==> config.mk <==
export PLATFORM = sky130hd
export DESIGN_NAME = axil_reg_slave
export DESIGN_NICKNAME = d
export VERILOG_FILES = /design/src/rtl/axil_reg_slave_pkg.sv /design/src/rtl/axil_reg_slave.sv
export SDC_FILE = /design/constraint.sdc
export NUM_CORES = 1
export LEC_CHECK = 0
export CELL_PAD_IN_SITES_DETAIL_PLACEMENT = 0
export CELL_PAD_IN_SITES_GLOBAL_PLACEMENT = 2
export CORE_AREA = 2 2 286 175
export DETAILED_ROUTE_END_ITERATION = 7
export DIE_AREA = 0 0 288 177
export HOLD_SLACK_MARGIN = 0.05
export PLACE_DENSITY = 0.89
export SYNTH_ARGS = -nofsm -noshare
export SYNTH_HDL_FRONTEND = slang
export SYNTH_SLANG_ARGS = --single-unit
==> constraint.sdc <==
create_clock -name clk_i -period 4.95 [get_ports clk_i]
set_clock_uncertainty 0.1 [all_clocks]
set_input_delay 0.495 -clock clk_i [delete_from_list [all_inputs] [get_ports clk_i]]
set_output_delay 0.495 -clock clk_i [all_outputs]
set_load 0.05 [all_outputs]
==> src/rtl/axil_reg_slave_pkg.sv <==
// Shared bus-width and response-code macros plus the state types used by the
// AXI4-Lite register responder. The macro block is guarded so other responders
// that pull in the same definitions do not redefine them.
`ifndef SABITLER_VH
`define SABITLER_VH
`define ADRES_BIT        32
`define VERI_BIT         32
`define HIGH             1'b1
`define LOW              1'b0
`define AXI_RESP_OKAY    2'b00
`define AXI_RESP_SLVERR  2'b10
`endif

package axil_reg_slave_pkg;

   localparam int unsigned REG_W  = 32;
   localparam int unsigned STRB_W = REG_W / 8;

   typedef enum logic {
      W_IDLE,
      W_RESP
   } w_state_t;

   typedef enum logic {
      R_IDLE,
      R_DATA
   } r_state_t;

endpackage

==> src/rtl/axil_reg_slave.sv <==
// AXI4-Lite responder with REG_NUM 32-bit byte-strobed registers exported as a
// flat vector. Write and read channels run independent two-state FSMs; accesses
// outside [BASE, BASE + 4*REG_NUM) complete with SLVERR and change nothing.
module axil_reg_slave
   import axil_reg_slave_pkg::*;
#(
   parameter int unsigned            REG_NUM   = 8,
   parameter logic [`ADRES_BIT-1:0]  BASE      = 32'h0000_0000,
   parameter logic [32*REG_NUM-1:0]  RESET_VAL = {32*REG_NUM{1'b0}}
) (
   input  logic                   clk_i,
   input  logic                   rst_i,
   input  logic [`ADRES_BIT-1:0]  s_axi_awaddr,
   input  logic                   s_axi_awvalid,
   input  logic [2:0]             s_axi_awprot,
   output logic                   s_axi_awready,
   input  logic [`VERI_BIT-1:0]   s_axi_wdata,
   input  logic [3:0]             s_axi_wstrb,
   input  logic                   s_axi_wvalid,
   output logic                   s_axi_wready,
   output logic [1:0]             s_axi_bresp,
   output logic                   s_axi_bvalid,
   input  logic                   s_axi_bready,
   input  logic [`ADRES_BIT-1:0]  s_axi_araddr,
   input  logic                   s_axi_arvalid,
   input  logic [2:0]             s_axi_arprot,
   output logic                   s_axi_arready,
   output logic [`VERI_BIT-1:0]   s_axi_rdata,
   output logic [1:0]             s_axi_rresp,
   output logic                   s_axi_rvalid,
   input  logic                   s_axi_rready,
   output logic [32*REG_NUM-1:0]  reg_o,
   output logic [REG_NUM-1:0]     reg_wr_o
);

   localparam int unsigned ADDR_W = `ADRES_BIT;
   localparam int unsigned IDX_W  = (REG_NUM > 1) ? $clog2(REG_NUM) : 1;
   localparam logic [ADDR_W:0] WIN_SPAN = (ADDR_W + 1)'(4 * REG_NUM);

   // Borrow-based window test: a single subtraction covers both bounds and
   // stays correct when BASE + window size wraps past the top of the map.
   function automatic logic in_window(input logic [ADDR_W-1:0] addr);
      logic [ADDR_W:0] diff;
      diff = {1'b0, addr} - {1'b0, BASE};
      return !diff[ADDR_W] && (diff < WIN_SPAN);
   endfunction

   function automatic logic [IDX_W-1:0] word_idx(input logic [ADDR_W-1:0] addr);
      logic [ADDR_W-1:0] offset;
      offset = addr - BASE;
      return IDX_W'(offset >> 2);
   endfunction

   function automatic logic [REG_W-1:0] strb_merge(input logic [REG_W-1:0]  old_val,
                                                   input logic [REG_W-1:0]  new_val,
                                                   input logic [STRB_W-1:0] strb);
      logic [REG_W-1:0] merged;
      merged = old_val;
      for (int k = 0; k < STRB_W; k++) begin
         if (strb[k]) merged[8*k +: 8] = new_val[8*k +: 8];
      end
      return merged;
   endfunction

   logic [REG_W-1:0]   regs [REG_NUM];
   w_state_t           w_state;
   r_state_t           r_state;
   logic               aw_hold, w_hold;
   logic [ADDR_W-1:0]  aw_addr;
   logic [REG_W-1:0]   w_data;
   logic [STRB_W-1:0]  w_strb;

   logic               aw_fire, w_fire, wr_commit, wr_ok, rd_ok;
   logic [ADDR_W-1:0]  wr_addr;
   logic [REG_W-1:0]   wr_data;
   logic [STRB_W-1:0]  wr_strb;
   logic [IDX_W-1:0]   wr_idx, rd_idx;

   // Protection bits carry no meaning for this register block.
   logic unused_prot;
   assign unused_prot = ^{s_axi_awprot, s_axi_arprot};

   // Readies depend only on state, hold flags and reset, never on bready/rready.
   assign s_axi_awready = !rst_i && (w_state == W_IDLE) && !aw_hold;
   assign s_axi_wready  = !rst_i && (w_state == W_IDLE) && !w_hold;
   assign s_axi_arready = !rst_i && (r_state == R_IDLE);

   // Pick held or arriving AW/W beats and decide whether a write commits now.
   always_comb begin
      aw_fire   = s_axi_awvalid && s_axi_awready;
      w_fire    = s_axi_wvalid  && s_axi_wready;
      wr_addr   = aw_hold ? aw_addr : s_axi_awaddr;
      wr_data   = w_hold  ? w_data  : s_axi_wdata;
      wr_strb   = w_hold  ? w_strb  : s_axi_wstrb;
      wr_commit = (w_state == W_IDLE) && (aw_hold || aw_fire) && (w_hold || w_fire);
      wr_ok     = in_window(wr_addr);
      wr_idx    = word_idx(wr_addr);
      rd_ok     = in_window(s_axi_araddr);
      rd_idx    = word_idx(s_axi_araddr);
   end

   // Write FSM: collect AW and W in any order, commit, then hold B until taken.
   always_ff @(posedge clk_i) begin
      if (rst_i) begin
         w_state      <= W_IDLE;
         aw_hold      <= 1'b0;
         w_hold       <= 1'b0;
         aw_addr      <= '0;
         w_data       <= '0;
         w_strb       <= '0;
         s_axi_bvalid <= 1'b0;
         s_axi_bresp  <= `AXI_RESP_OKAY;
         reg_wr_o     <= '0;
         // NOTE: the register file needs a reset here because the core sees
         // reg_o directly; a plain RAM without reset would expose garbage.
         for (int i = 0; i < REG_NUM; i++) regs[i] <= RESET_VAL[32*i +: 32];
      end else begin
         reg_wr_o <= '0;
         case (w_state)
            W_IDLE: begin
               if (wr_commit) begin
                  if (wr_ok) begin
                     regs[wr_idx]     <= strb_merge(regs[wr_idx], wr_data, wr_strb);
                     reg_wr_o[wr_idx] <= 1'b1;
                     s_axi_bresp      <= `AXI_RESP_OKAY;
                  end else begin
                     s_axi_bresp      <= `AXI_RESP_SLVERR;
                  end
                  aw_hold      <= 1'b0;
                  w_hold       <= 1'b0;
                  s_axi_bvalid <= 1'b1;
                  w_state      <= W_RESP;
               end else begin
                  if (aw_fire) begin
                     aw_addr <= s_axi_awaddr;
                     aw_hold <= 1'b1;
                  end
                  if (w_fire) begin
                     w_data <= s_axi_wdata;
                     w_strb <= s_axi_wstrb;
                     w_hold <= 1'b1;
                  end
               end
            end
            W_RESP: begin
               if (s_axi_bready) begin
                  s_axi_bvalid <= 1'b0;
                  w_state      <= W_IDLE;
               end
            end
            default: w_state <= W_IDLE;
         endcase
      end
   end

   // Read FSM: sample the register on AR, hold R until the master takes it.
   always_ff @(posedge clk_i) begin
      if (rst_i) begin
         r_state      <= R_IDLE;
         s_axi_rvalid <= 1'b0;
         s_axi_rdata  <= '0;
         s_axi_rresp  <= `AXI_RESP_OKAY;
      end else begin
         case (r_state)
            R_IDLE: begin
               if (s_axi_arvalid) begin
                  s_axi_rdata  <= rd_ok ? regs[rd_idx] : '0;
                  s_axi_rresp  <= rd_ok ? `AXI_RESP_OKAY : `AXI_RESP_SLVERR;
                  s_axi_rvalid <= 1'b1;
                  r_state      <= R_DATA;
               end
            end
            R_DATA: begin
               if (s_axi_rready) begin
                  s_axi_rvalid <= 1'b0;
                  r_state      <= R_IDLE;
               end
            end
            default: r_state <= R_IDLE;
         endcase
      end
   end

   // Flatten the register file onto the core-facing vector.
   always_comb begin
      reg_o = '0;
      for (int i = 0; i < REG_NUM; i++) reg_o[32*i +: 32] = regs[i];
   end

endmodule

* Word-level counts from Yosys, hierarchy flattened
Memory sizes are Yosys's and may differ from the RTL's.
Cells that the tools add are included.
** Storage, ports and cells
- Register bits :: 118
- Latch bits :: 0
- RAM bits :: 256
- Bits in read-only memories :: 0
- Bits of input ports :: 113
- Word-level logic and storage cells :: 114
- Memories :: 1
** Cells by class
- Add/sub/neg operators :: 0
- $mul :: 0
- Divide/modulo/power cells :: 0
- Magnitude comparators :: 4
- Eq/ne operators :: 8
- Shifts and indexed selects :: 0
- Multiplexer cells :: 54
- Bitwise logic cells :: 4
- Reductions and logical operators :: 30
** Memory list
- regs :: depth 8, width 32, rd ports 9, clocked after Yosys merged registers in 0, write ports 8, RTL line axil_reg_slave.sv:65 : logic [REG_W-1:0] regs [REG_NUM];
** Operator list (count)
- 8-bit two-way mux :: 20
- 32-bit two-way mux :: 4
- 32-bit by 6-bit < comparator with 1-bit output, second input constant :: 2
- 32-bit OR reduction :: 1
- 1-bit two-way mux :: 20
- 5-bit != test, second input constant :: 4
- 2-bit AND reduction :: 10
- 1-bit logical AND :: 9
- 4-bit two-way mux :: 2
- 2-bit != test, second input constant :: 4
- 1-bit case mux with 2 select lines :: 4
- 3-bit AND reduction :: 2
- 3-bit by 4-bit < comparator with 1-bit output, second input constant :: 1
- 2-bit two-way mux :: 2
- 1-bit inverter :: 4
- 2-bit nonzero test :: 2
- 4-bit OR reduction :: 1
- 1-bit demux with 3-bit select :: 1
- 3-bit by 1-bit greater-or-equal comparator with 1-bit output, second input constant :: 1
- 1-bit logical NOT :: 3
- 3-bit two-way mux :: 1
- 1-bit logical OR :: 2

* Logic depth before layout (Yosys ltp)
Gate-level depths: netlist of the first run.
- Depth after elaboration :: 14
- Depth in mapped cells :: 8
- Mapped depth without buffers :: 5

* Worst setup path before layout of the first run
No wires, ideal clock.
- Path kind :: input -> register
- From :: input port rst_i
- To :: register w_data[0]
- Library setup time :: 0.132 ns
- Arrival :: 2.777 ns
- Required time :: 4.718 ns
- Path slack :: 1.941 ns
- Stages on the path :: 8
- Cell sequence :: buf_2 nor3_1 nand2_1 or2_2 buf_2 buf_2 nand2_1 a21oi_1
** Between the ends
- Elaborated cells on any way between the ends :: 12
** RTL lines
- start, declared :: RTL line axil_reg_slave.sv:12 : input logic rst_i,
- 1-bit logical NOT (*) :: RTL line axil_reg_slave.sv:85 : assign s_axi_wready = !rst_i && (w_state == W_IDLE) && !w_hold;
- 1-bit logical AND (*) (2 in a row) :: RTL line axil_reg_slave.sv:85
- net s_axi_wready :: RTL line axil_reg_slave.sv:20 : output logic s_axi_wready,
- 1-bit logical AND (*) :: RTL line axil_reg_slave.sv:91 : w_fire = s_axi_wvalid && s_axi_wready;
- 1-bit logical OR :: RTL line axil_reg_slave.sv:95 : wr_commit = (w_state == W_IDLE) && (aw_hold || aw_fire) && (w_hold || w_fire);
- 1-bit logical AND :: RTL line axil_reg_slave.sv:95
- 1-bit inverter (no source line)
- 3-bit AND reduction (no source line) (*)
- end signal, assigned :: RTL line axil_reg_slave.sv:139 : w_data <= s_axi_wdata;
- end, declared :: RTL line axil_reg_slave.sv:70 : logic [REG_W-1:0] w_data;
The timed path passes the listed nets; every way through them passes the cells marked *.
A chain may end at the register's enable or synchronous reset.

==> results of run 1 <==
-- registers in the layout (all words and copies together), names as in the netlist --
signal,flops
regs,256
s_axi_rdata,32
w_data,32
aw_addr,30
reg_wr_o,8
w_strb,4
aw_hold,1
r_state,1
s_axi_bresp,1
s_axi_bvalid,1
s_axi_rresp,1
s_axi_rvalid,1
w_hold,1
w_state,1
-- critical path: cells and delay by family, from the launching register on --
family           cells  cell delay [ns]
AO/OA/AOI/OAI        2             1.10
flip-flops           1             0.97
AND/OR/NAND/NOR      3             1.15
-- kinds of logic (layout without fill, tap and decap cells) --
family,Yosys count,in the layout,share of synthesized area
compound gates,150,150,0.06099
other cells,1,2,0.0002299
flops,370,370,0.6113
simple gates,549,549,0.1590
buf+inv,131,505,0.03460
mux,132,132,0.1339
-- how the worst max path moves through the flow --
stage	from	end	slack, ns	cells after the start
finish	w_hold$_SDFFE_PP0P_	regs[2][29]$_SDFFCE_PN0P_	1.25	5
global route	w_hold$_SDFFE_PP0P_	regs[2][31]$_SDFFCE_PN0P_	1.02	5
CTS	w_hold$_SDFFE_PP0P_	regs[2][26]$_SDFFCE_PN0P_	1.21	5
detailed placement	s_axi_awaddr[20]	regs[7][2]$_SDFFCE_PN0P_	1.17	6
global placement	s_axi_awaddr[20]	regs[5][2]$_SDFFCE_PN0P_	1.20	6
floorplan	rst_i	w_data[0]$_SDFFE_PP0P_	1.94	8
-- synthesized netlist by cell type (8+ instances only) --
cell type	instances	share of area
nor4_1	15	0.0058
dfxtp_1	114	0.14
mux4_2	62	0.086
edfxtp_1	256	0.47
a21oi_1	74	0.023
buf_2	49	0.015
a22oi_1	31	0.014
o21bai_1	19	0.0087
nand2_1	181	0.042
nor2_1	52	0.012
buf_1	15	0.0035
nor3_1	258	0.079
a41o_1	8	0.0049
mux2_2	69	0.048
clkbuf_1	58	0.013
-- area by class of cell --
class / instances / area [µm²]
multi-input cells: 833 / 5846
repair buffers: 430 / 4267
fillers: 4366 / 26470
clock buffers: 54 / 1062
inverters: 6 / 22.52
well taps: 650 / 813.3
clock inverters: 15 / 102.6
flip-flops and latches: 370 / 9971
-- metrics by stage --
stage                     utilization  total power [W]
final                          0.4548         0.007345
after global routing           0.4548         0.007581
after CTS                      0.4548         0.007406
after detailed placement       0.4308         0.004644
after global placement         0.4308         0.004634
after floorplan                     -         0.004177
-- power groups by stage --
stage	clock, W	combinational (W)	sequential (W)
floorplan	0	0.000400	0.00378
CTS	0.00282	0.00111	0.00348
global route	0.00294	0.00115	0.00348
global placement	0	0.00110	0.00354
detailed placement	0	0.00110	0.00354
finish	0.00277	0.00110	0.00347
-- metal layers --
| layer | vias to the layer above | track usage | routed length (µm) |
|---|---|---|---|
| li1 | 5712 | - | - |
| met4 | 0 | 0.05462 | 1381 |
| met3 | 80 | 0.05773 | 5197 |
| met5 | - | 0 | 0 |
| met2 | 588 | 0.3532 | 27060 |
| met1 | 6470 | 0.3281 | 26980 |
==> summary.md, run 1 <==
| Metric | Value |
|---|---|
| Status | completed |
| Setup_tns | 0 ns |
| Final ANT Viol Nets | 0 |
| Fin crit period | between 3 and 4 ns |
| Critical path endpoint category | flop |
| CP arrival | between 3 and 4 ns |
| GRT Resource Usage Total | 0.2305 |
| Hpwl dp | roughly 43000 µm |
| IO Port Bufs | 405 |
| Worst skew pair latency | 0.54 ns |
| Pint | 0.005325 W |
| # IOs | roughly 420 |
| RSZ-0062 raised after global routing | no |
| Area growth from synthesis to layout | 35.40% |
| Worst Reg-to-Reg Cells | 5 |
| R2R setup slack | 1.25 ns |
| DR vias | 12850 |
| Sequential share of the synthesized area | 0.6113 |
| Yosys cell types | 49 |
| CTS resizes | 0 |
| Clock transition at path regs | about 0.06 ns |
| Switching power | 0.002021 W |
| Clock sink count | 370 |
| CP max stage delay | between 0.9 and 1 ns |
| Most common cell after layout, fill and taps aside | clkdlybuf4s50_1 |
| Hold Buf Count CTS | 0 |
| WHS Path Cells | 2 |
| Htree depth | 2 |
| Die Ht | 177 µm |
| FMAX | around 270 MHz |
| Relative slew slack | 0.2471 |
| Number of global-route vias before repair | 12440 |
| Worst R2R End | regs[2][29]$_SDFFCE_PN0P_ |
| CTS Buf Count | 38 |
| Hold Slack | ~0.33 ns |
| Routed wire length | 60620 µm |
| Final Hold Fails | 0 |
| Synth Register Bits | 370 |
| Via/cell ratio | 5.450 |
| Slowest cell on crit path | dfxtp_2 |
| Final worst-path cycle share | 0.7479 |
| Final WS setup | 1.248 ns |
| CTS root buf | clkbuf_16 |
| Die width | approximately 290 µm |
| Number of synthesized flops with an enable pin | 256 |
| TritonCTS clock tree | yes |
| Worst hold-check path type | input pin to flop |
| Starting Density | 0.3359 |
| Grt ovf | 0 |
| Core area | 48560 µm² |
| Area after DPL | 20920 µm² |
| Wire per inst | 25.71 µm |
| First-pass GRT wire length | 85860 µm |
| Highest fanout seen on the critical path | 40 |
| Final Max Tran Viols | 0 |
| Part of the power in registers | 0.473 |
| Design area | 22080 µm² |
| Synth Instances | 1333 |
| Slew @ Worst Pin | 1.129 ns |
| DP Cell Count | around 2300 |
| Non-filler instance count after layout | 2358 |
| WP data required | 5.02 ns |
| MaxCap Viol Count | 0 |
| Comb pwr share | 0.150 |
| Ys async rst share | 0 |
| Largest net degree at the start of global routing | 103 |
| Initial DRC Count | 1122 |
| # setup viols final | 0 |
| Yosys Warn Count | 0 |
| Synth Flop Type | edfxtp_1 |
| Most frequent cells in the layout | clkdlybuf4s50_1, nor3_1, edfxtp_1 |
| Sw frac | 0.2751 |
| Worst Hold Launch | rst_i |
| PwrDens | 332.6 nW/µm² |
| Clock Tree Buf Depth | 3 |
| Post-Syn Area per Cell | between 10 and 15 µm² |
| Peak supply drop | around 230 µV |
| WHS Endpoint | w_state$_SDFF_PP0_ |
| Cell Rows | 63 |
| Post-Syn Area | 16310 µm² |
| Pleak | around 7.2 nW |
| Gpl congestion | 0.8571 |
| Worst r2r src | w_hold$_SDFFE_PP0P_ |
| Clk pwr share | 0.377 |
| Postcts setup bufs | 0 |
| Setup CP Type | flop to flop |
| Worst slack, placed | 1.175 ns |
| Nets | 1792 |
| Initial antenna violation count | 0 |
| Ant. Diodes | 0 |
| Startpoint Class | flop |
| Share of cells above drive strength 1 | 0.1388 |
| DR pass1 iterations | 5 |
| Crit-path cells | nor2_1 > nor4_4 > a21boi_2 > and2_1 > a41o_1 |
| Residual DRC | 0 |
| Die area | 50980 µm² |
Note: power is estimated with default switching activity, not from simulation.
==> run 2: changes to the inputs <==
--- a/config.mk
+++ b/config.mk
@@ -7,11 +7,11 @@
 export LEC_CHECK = 0
 export CELL_PAD_IN_SITES_DETAIL_PLACEMENT = 0
 export CELL_PAD_IN_SITES_GLOBAL_PLACEMENT = 2
-export CORE_AREA = 2 2 286 175
+export CORE_AREA = 2 2 310 189
 export DETAILED_ROUTE_END_ITERATION = 7
-export DIE_AREA = 0 0 288 177
+export DIE_AREA = 0 0 312 191
 export HOLD_SLACK_MARGIN = 0.05
-export PLACE_DENSITY = 0.89
+export PLACE_DENSITY = 0.81
 export SYNTH_ARGS = -nofsm -noshare
 export SYNTH_HDL_FRONTEND = slang
 export SYNTH_SLANG_ARGS = --single-unit
==> constraint.sdc (replaced) <==
create_clock -name clk_i -period 3.3 [get_ports clk_i]
set_clock_uncertainty 0.1 [all_clocks]
set_input_delay 0.33 -clock clk_i [delete_from_list [all_inputs] [get_ports clk_i]]
set_output_delay 0.33 -clock clk_i [all_outputs]
set_load 0.05 [all_outputs]
==> summary.md, run 2 (synthesized netlist as in run 1, its figures left out) <==
| Metric | Value |
|---|---|
| WHS Path Cells | 3 (+1) |
| PwrDens | 502.9 nW/µm² (+51%) |
| Startpoint Class | flop |
| Routed wire length | 63020 µm (+4.0%) |
| Wire per inst | 24.89 µm (-3.2%) |
| Starting Density | 0.2870 (-0.04892) |
| GRT Resource Usage Total | 0.2060 (-0.02443) |
| DR vias | 12900 (+0.40%) |
| Pwr Total | 0.01146 W (+56%) |
| # IOs | 418 (unchanged) |
| Final Hold Fails | 0 (unchanged) |
| WHS Endpoint | w_data[4]$_SDFFE_PP0P_ |
| Clock transition at path regs | 0.06 ns (about the same) |
| Area growth from synthesis to layout | 39.73% |
| Nets | 1838 (+2.6%) |
| Critical path endpoint category | flop |
| Die Ht | 191 µm (+7.9%) |
| Worst R2R End | regs[1][5]$_SDFFCE_PN0P_ |
| Worst Hold Launch | s_axi_wdata[4] |
| Share of cells above drive strength 1 | 0.1680 (+0.02924) |
| Status | completed |
| Grt ovf | 0 (unchanged) |
| Hold Slack | 0.2646 ns (-0.06118 ns) |
| Relative slew slack | 0.3015 (+0.05442) |
| Initial antenna violation count | 12 (+12) |
| Via/cell ratio | 5.096 (-6.5%) |
| MaxCap Viol Count | 0 (unchanged) |
| Fin crit period | 2.933 ns (-0.7685 ns) |
| Setup CP Type | flop to flop |
| # setup viols final | 0 (unchanged) |
| Htree depth | 2 (unchanged) |
| Highest fanout seen on the critical path | 25 (-38%) |
| Clock sink count | 370 (unchanged) |
| Final worst-path cycle share | 0.8889 (+0.1410) |
| Number of global-route vias before repair | 12710 (+2.1%) |
| Worst skew pair latency | 0.55 ns (about the same) |
| Worst hold-check path type | input pin to flop |
| Peak supply drop | 355.9 µV (+56%) |
| Top reg by flops | regs |
| First-pass GRT wire length | 90000 µm (+4.8%) |
| Most common cell after layout, fill and taps aside | clkdlybuf4s50_1 |
| Die area | 59590 µm² (+17%) |
| Largest net degree at the start of global routing | 85 (-17%) |
| Postcts setup bufs | 0 (unchanged) |
| WP data required | 3.56 ns (-1.46 ns) |
| Slew @ Worst Pin | 1.048 ns (-0.08163 ns) |
| Largest regs | regs x256, s_axi_rdata x32, w_data x32 |
| R2R setup slack | 0.37 ns (-0.88 ns) |
| FMAX | 340.9 MHz (+26%) |
| Worst Reg-to-Reg Cells | 6 (+1) |
| Non-filler instance count after layout | 2532 (+7.4%) |
| Most frequent cells in the layout | clkdlybuf4s50_1, nor3_1, edfxtp_1 |
| RSZ-0062 raised after global routing | no |
| Cell Rows | 68 (+7.9%) |
| Core area | 56830 µm² (+17%) |
| DR pass1 iterations | 5 (unchanged) |
| Max reg flops | 256 (unchanged) |
| Hpwl dp | 46340 µm (+7.3%) |
| Gpl congestion | 0.8318 (-3.0%) |
| Pleak | 7.517 nW (+4.4%) |
| Residual DRC | 0 (unchanged) |
| Worst r2r src | aw_hold$_SDFFE_PP0P_ |
| Die width | 312 µm (+8.3%) |
| CP arrival | 3.19 ns (-0.58 ns) |
| Final Max Tran Viols | 0 (unchanged) |
| CTS root buf | clkbuf_16 |
| Design area | 22790 µm² (+3.2%) |
| IO Port Bufs | 405 (unchanged) |
| TritonCTS clock tree | yes |
| DP Cell Count | 2453 (+7.2%) |
| Final ANT Viol Nets | 0 (unchanged) |
| CTS Buf Count | 39 (+2.6%) |
| Fillers | 5487 (+26%) |
| Initial DRC Count | 1211 (+7.9%) |
| Area after DPL | 21450 µm² (+2.5%) |
| Setup_tns | 0 ns (unchanged) |
| Clock Tree Buf Depth | 3 (unchanged) |
[run 2: changes by cell type in the layout (fill, tap and decap cells not counted), moves of 2 or more]
cell,change
clkbuf_8,+4
diode_2,+6
clkinv_1,-3
buf_12,+4
clkinvlp_4,+2
inv_6,+3
clkinv_2,+2
buf_4,+40
clkbuf_1,-8
bufinv_16,+2
[run 2: layout make-up]
cell class	count	area, µm²	area share
flip-flops and latches	370	9971	0.4375
multi-input cells	833	5846	0.2565
repair buffers	475	4657	0.2043
clock buffers	51	1112	0.04881
well taps	770	963.4	0.04228
clock inverters	21	202.7	0.008894
inverters	6	22.52	0.0009882
diodes	6	15.01	0.0006588
[run 2: worst max-delay path, cell delays in order (launching register included)]
cell,delay (ns)
dfxtp_1,0.56
nor4b_1,0.36
nand4_1,0.26
nand2_1,0.35
nand4_4,0.44
buf_4,0.41
nor3_1,0.25
[run 2: metal layers]
layer | vias up | GRT usage | wire length (µm)
met4 | 12 | 0.03994 | 1083
met5 | - | 0 | 77
li1 | 5812 | - | -
met3 | 88 | 0.07930 | 7142
met2 | 573 | 0.3025 | 27010
met1 | 6417 | 0.2885 | 27710
[run 2: metrics by stage]
stage               worst slack, ns  utilization
floorplan                    0.4558            -
global placement             0.1915       0.3774
detailed placement           0.1900       0.3774
CTS                          0.3202       0.4007
global route                 0.1661       0.4008
finish                       0.3666       0.4010
[run 2: report_power, final]
part / switching, W / internal, W
registers: 0.000103 / 0.00509
logic: 0.00111 / 0.000596
clock network: 0.00193 / 0.00263
total: 0.00314 / 0.00832
[run 2: how the worst max path moves through the flow]
stage,startpoint,endpoint,slack (ns),cells past startpoint
global route,aw_hold$_SDFFE_PP0P_,regs[5][26]$_SDFFCE_PN0P_,0.17,6
CTS,aw_hold$_SDFFE_PP0P_,regs[2][15]$_SDFFCE_PN0P_,0.32,5
detailed placement,s_axi_awaddr[20],regs[6][30]$_SDFFCE_PN0P_,0.19,9
global placement,s_axi_awaddr[20],regs[6][30]$_SDFFCE_PN0P_,0.19,9
floorplan,rst_i,w_data[0]$_SDFFE_PP0P_,0.46,8
finish,aw_hold$_SDFFE_PP0P_,regs[1][5]$_SDFFCE_PN0P_,0.37,6
[run 2: timing repair]
action	in CTS	in global routing
endpoints found under the hold margin	3	0
gates resized for setup	0	0
hold buffers	1	0
==> run 3: changes to the inputs <==
--- a/config.mk
+++ b/config.mk
@@ -8,6 +8,7 @@
 export CELL_PAD_IN_SITES_DETAIL_PLACEMENT = 0
 export CELL_PAD_IN_SITES_GLOBAL_PLACEMENT = 2
 export CORE_AREA = 2 2 310 189
+export CTS_CLUSTER_SIZE = 28
 export DETAILED_ROUTE_END_ITERATION = 7
 export DIE_AREA = 0 0 312 191
 export HOLD_SLACK_MARGIN = 0.05
==> results of run 3 <==
The final DEF is identical to that of run 2; final timing and power are the same.
